`config.mk`:
```
export PLATFORM = sky130hd
export DESIGN_NAME = i2c_slave_seq
export DESIGN_NICKNAME = d
export VERILOG_FILES = /design/src/rtl/i2c_slave_seq.sv
export SDC_FILE = /design/constraint.sdc
export NUM_CORES = 1
export LEC_CHECK = 0
export BUFFER_PORTS_ARGS = -buffer_cell sky130_fd_sc_hd__buf_2
export CORE_ASPECT_RATIO = 1.75
export CORE_MARGIN = 2
export CORE_UTILIZATION = 53
export CTS_CLUSTER_DIAMETER = 30
export DETAILED_ROUTE_END_ITERATION = 8
export PLACE_DENSITY = 0.84
export RECOVER_POWER = 25
export SLEW_MARGIN = 20
export SYNTH_ARGS = -nofsm -noshare
export SYNTH_HDL_FRONTEND = slang
export SYNTH_SLANG_ARGS = --single-unit
```
`constraint.sdc`:
```
create_clock -name clk_i -period 2.3 [get_ports clk_i]
set_input_delay 0.23 -clock clk_i [delete_from_list [all_inputs] [get_ports clk_i]]
set_output_delay 0.23 -clock clk_i [all_outputs]
set_load 0.1 [all_outputs]
```
`src/rtl/i2c_slave_seq.sv`:
```
// I2C slave byte sequencer: address match, receive and transmit bytes with ACK handling.
// Works from pre-detected SCL edges and START/STOP strobes; drives SDA as open-drain enable.
module i2c_slave_seq #(
  parameter logic [6:0] OWN_ADDR = 7'h42,
  parameter int         WIDTH    = 8
) (
  input  logic             clk_i,
  input  logic             rst_i,
  input  logic             scl_rise_i,
  input  logic             scl_fall_i,
  input  logic             start_det_i,
  input  logic             stop_det_i,
  input  logic             sda_i,
  input  logic [WIDTH-1:0] tx_data_i,
  input  logic             tx_valid_i,
  output logic [WIDTH-1:0] rx_data_o,
  output logic             rx_valid_o,
  output logic             tx_req_o,
  output logic             sda_oe_o,
  output logic             ser_en_o,
  output logic             deser_en_o,
  output logic             busy_o,
  output logic             addr_match_o
);
  localparam int CW = (WIDTH > 1) ? $clog2(WIDTH) : 1;

  typedef enum logic [2:0] {
    IDLE, ADDR, ADDR_ACK, RX_DATA, RX_ACK, TX_DATA, TX_ACK, WAIT_STOP
  } state_t;

  state_t           state;
  logic [CW-1:0]    cnt;
  logic [WIDTH-1:0] sh, tx_sh, sh_n, ld;
  logic             rw, byte_done, ack_ok;
  logic [2:0]       en;

  assign sh_n = {sh[WIDTH-2:0], sda_i};
  assign ld   = tx_valid_i ? tx_data_i : '1;
  assign {busy_o, ser_en_o, deser_en_o} = en;

  // {busy, ser_en, deser_en} for a state, registered alongside the state itself
  function automatic logic [2:0] en_of(state_t s);
    return {s != IDLE, s == TX_DATA, (s == ADDR) || (s == RX_DATA)};
  endfunction

  always_ff @(posedge clk_i) begin
    rx_valid_o <= 1'b0;
    tx_req_o   <= 1'b0;
    if (rst_i) begin
      state <= IDLE; en <= '0; cnt <= '0; sh <= '0; tx_sh <= '0;
      rw <= 1'b0; byte_done <= 1'b0; ack_ok <= 1'b0;
      sda_oe_o <= 1'b0; addr_match_o <= 1'b0; rx_data_o <= '0;
    end else if (start_det_i) begin
      state <= ADDR; en <= en_of(ADDR); cnt <= '0; sh <= '0;
      byte_done <= 1'b0; ack_ok <= 1'b0; sda_oe_o <= 1'b0; addr_match_o <= 1'b0;
    end else if (stop_det_i) begin
      state <= IDLE; en <= en_of(IDLE);
      byte_done <= 1'b0; ack_ok <= 1'b0; sda_oe_o <= 1'b0; addr_match_o <= 1'b0;
    end else if (scl_rise_i) begin
      // a simultaneous fall strobe is deliberately dropped here
      case (state)
        ADDR, RX_DATA: begin
          sh  <= sh_n;
          cnt <= cnt + CW'(1);
          if (cnt == CW'(WIDTH-1)) begin
            cnt <= '0;
            if (state == RX_DATA) begin
              rx_data_o <= sh_n; rx_valid_o <= 1'b1; byte_done <= 1'b1;
            end else if (sh_n[7:1] == OWN_ADDR) begin
              byte_done <= 1'b1; rw <= sh_n[0];
            end else begin
              state <= WAIT_STOP; en <= en_of(WAIT_STOP);
            end
          end
        end
        TX_ACK: begin
          if (sda_i) begin
            state <= WAIT_STOP; en <= en_of(WAIT_STOP);
          end else begin
            ack_ok <= 1'b1; tx_req_o <= 1'b1;
          end
        end
        default: ;
      endcase
    end else if (scl_fall_i) begin
      case (state)
        ADDR: if (byte_done) begin
          byte_done <= 1'b0; sda_oe_o <= 1'b1; addr_match_o <= 1'b1; tx_req_o <= rw;
          state <= ADDR_ACK; en <= en_of(ADDR_ACK);
        end
        ADDR_ACK: begin
          if (rw) begin
            tx_sh <= ld << 1; sda_oe_o <= ~ld[WIDTH-1]; cnt <= '0;
            state <= TX_DATA; en <= en_of(TX_DATA);
          end else begin
            sda_oe_o <= 1'b0; state <= RX_DATA; en <= en_of(RX_DATA);
          end
        end
        RX_DATA: if (byte_done) begin
          byte_done <= 1'b0; sda_oe_o <= 1'b1;
          state <= RX_ACK; en <= en_of(RX_ACK);
        end
        RX_ACK: begin
          sda_oe_o <= 1'b0; state <= RX_DATA; en <= en_of(RX_DATA);
        end
        TX_DATA: begin
          if (cnt == CW'(WIDTH-1)) begin
            sda_oe_o <= 1'b0; cnt <= '0;
            state <= TX_ACK; en <= en_of(TX_ACK);
          end else begin
            sda_oe_o <= ~tx_sh[WIDTH-1]; tx_sh <= {tx_sh[WIDTH-2:0], 1'b0};
            cnt <= cnt + CW'(1);
          end
        end
        TX_ACK: if (ack_ok) begin
          ack_ok <= 1'b0; tx_sh <= ld << 1; sda_oe_o <= ~ld[WIDTH-1]; cnt <= '0;
          state <= TX_DATA; en <= en_of(TX_DATA);
        end
        default: ;
      endcase
    end
  end
endmodule

```
==> results.toml <==
[sta]
setup_violations = 0
slew_headroom = 0.226
timing.fmax_mhz = 487
rsz0062_at_grt = "no"
fin_skew_ns = 0.00329
min_period_ns = 2.05
final.setup.tns_ns = 0
worstMarginPinSlew_ns = 1.17
holdWs_ns = 0.244
hold_violations = 0
maxSlewViolCount = 0
finalCritPeriodShare = 0.893

[logic_synthesis]
netlist_area_sq_mm = 0.00200
synth_edf_count = 0
yosysMostFrequentCell = "dfxtp_1"
synth_common_cells = "dfxtp_1 (38), nor2_1 (33), a21oi_1 (29)"
synthArstFlopShare = 0
yosysTopAreaCell = "dfxtp_1"
ys_seq_elements = 38
yosys_warnings = 0
yosys_most_used_dff = "dfxtp_1"
mappedNetlistNets = 264
synth_area_leaders = "dfxtp_1 (38%), a21oi_1 (7.3%), nor2_1 (6.2%), mux2i_1 (5.0%), o21ai_0 (3.8%)"
avgSynthCellArea_sq_um = 8.14
ys_seq_area_frac = 0.380
yosys.area.top_type_share = 0.380
synth_cells = 246
synth.distinct_cells = 51

[detailed_routing]
wire_per_inst_microns = 15.4
detail_route.vias_per_cell = 6.17
met2_wirelength_microns = 2500
drc = 0
m1WireLength_microns = 2000
ant_nets = 0
wl_microns = 4960
maxUsedRoutingLayer = "met4"
initialDrtViolationCount = 85
wl_met3_microns = 293
drt_first_pass_iters = 4
vias = 1992

[global_route]
grt_pass1_vias = 1792
grt_pass1_wl_microns = 8270
grt_max_degree = 25
antenna_found_initial = 0
grtUsageTotal = 0.248
overflow = 0

[clock_tree]
cts_root_buffer = "clkbuf_8"
postCtsSetupRepairBufs = 0
cts_resized = 0
cts.path.max_buffers = 2
cts_hold_buf = 0
cts_buffers = 5
cts_num_sinks = 38
clk_pin_slew_ns = 0.07
cts_tree = "done"
cts_htree_levels = 2
worstSkewPairLatency_ns = 0.29

[place]
gp_congestion = 1.01
dp.cells = 317
port_buffers = 30
dp_hpwl_microns = 3620

[die]
die_w_microns = 50.5
io_pins = 31
die-height_microns = 85.3
start_util = 0.552
core_sq_mm = 0.00363
die-area_sq_mm = 0.00430
std_cell_rows = 29

[cells_and_area]
fill_cells = 363
drive_above_1_share = 0.162
final_cells = 323
syn_to_final_growth_pct = 13.2
nets = 296
final_util = 0.624
antennaDiodeCount = 0

[setup_path]
critPathMaxFanout = 15
crit_buf_inv = 0
worstSetupEndpoint = "state[0]"
critPathTopFamily = "compound AO/OA/AOI/OAI gates"
startpoint = "state[2]"
ff2ff_setup_slack_ns = 0.25
slowest_stage = "dfxtp_1"
crit_cells = 5
path_cells = "nor3_1, a311oi_1, o32a_1, o211ai_1, a21oi_1"
reg2reg_depth = 5
timing.rr.start = "state[2]"
max_stage_delay_ns = 0.65
reg2reg_to = "state[0]"
arrival_ns = 2.26
path_class = "flop to flop"
start_kind = "flop"
endpoint_kind = "flop"
cp.required_ns = 2.51

[run]
max-cap-violations = 0

[min_path]
holdCritPathClass = "input port to flop"

[power]
clkPwrFrac = 0.351
cell_internal_pwr_mw = 0.946
p_leak_nw = 0.853
switching_share = 0.263
p_seq_frac = 0.525
power_density_mw_per_mm2 = 566
p_sw_mw = 0.337
p_comb_frac = 0.124
vdd_drop_max_mv = 0.466

[outcome]
run_status = "finished, final reports clean"
-- power by group through the flow --
stage | logic (mW) | registers (mW) | clock network (mW)
after global routing | 0.173 | 0.674 | 0.480
final | 0.159 | 0.674 | 0.450
after global placement | 0.155 | 0.689 | 0
after detailed placement | 0.156 | 0.688 | 0
after CTS | 0.157 | 0.673 | 0.456
after floorplan | 0.0904 | 0.704 | 0
-- worst min-delay path by stage --
stage | slack, ns | from | cells after the start | to
floorplan | 0.36 | start_det_i | 1 | en[2]
global placement | 0.44 | tx_sh[2] | 2 | tx_sh[2]
detailed placement | 0.46 | tx_sh[6] | 2 | tx_sh[6]
CTS | 0.25 | sda_i | 3 | sh[0]
global route | 0.25 | sda_i | 3 | sh[0]
finish | 0.24 | sda_i | 3 | sh[0]
-- worst register-to-register path, delay by kind of cell, from the launching register on --
family             cells  cell delay, ns
AOI/OAI and AO/OA      4            1.19
DFF                    1            0.65
and+or+nand+nor        1            0.12
-- placed cells by master, fill, tap and decap left out, drive strengths merged, types with 2 or more instances in the layout --
cell type and instances:
a311oi 2, a311o 7, nand4 3, nor2 34, nand3b 2, buf 28
or2 3, o21ai 16, inv 12, nand2 20, o32ai 2, clkbuf 19
a211o 2, and4b 2, o211ai 7, and3 2, nor2b 2, a211oi 4
o31ai 2, nor3 4, mux2i 10, nand3 2, and2 3, dfxtp 38
ha 2, nand2b 2, a21oi 31, or3 2
-- sequential cells by signal (all words and copies together), names as in the netlist --
| name | flops |
|---|---|
| rw | 1 |
| cnt | 3 |
| tx_sh | 7 |
| byte_done | 1 |
| rx_data_o | 8 |
| sda_oe_o | 1 |
| ack_ok | 1 |
| en | 3 |
| state | 3 |
| tx_req_o | 1 |
| addr_match_o | 1 |
| rx_valid_o | 1 |
| sh | 7 |
-- layout make-up --
class | count | area (sq um) | share of cell area
multi-input cells | 180 | 1100 | 0.487
inverters | 12 | 45.0 | 0.0199
clock buffers | 6 | 82.6 | 0.0364
flip-flops and latches | 38 | 761 | 0.336
well taps | 46 | 57.6 | 0.0254
repair buffers | 41 | 216 | 0.0955
-- cell families after synthesis --
group | count (synthesis) | synth area share
compound gates | 82 | 0.278
mux | 11 | 0.0556
buf+inv | 28 | 0.0687
fa+ha+maj | 2 | 0.0125
flops | 38 | 0.380
simple gates | 85 | 0.206
-- through the flow --
step | power [mW] | setup slack [ns] | area, sq um
detailed placement | 0.845 | 0.262 | 2200
floorplan | 0.795 | 0.363 | 2000
CTS | 1.29 | 0.248 | 2280
finish | 1.28 | 0.246 | 2270
global placement | 0.844 | 0.327 | 2200
global route | 1.33 | 0.0812 | 2270
-- routing by layer --
metal  up-vias  track usage
li1        951            -
met1       948        0.301
met2        74        0.410
met3        19       0.0440
met4         0        0.128
met5         -            0
(Power assumes the default switching activity.)
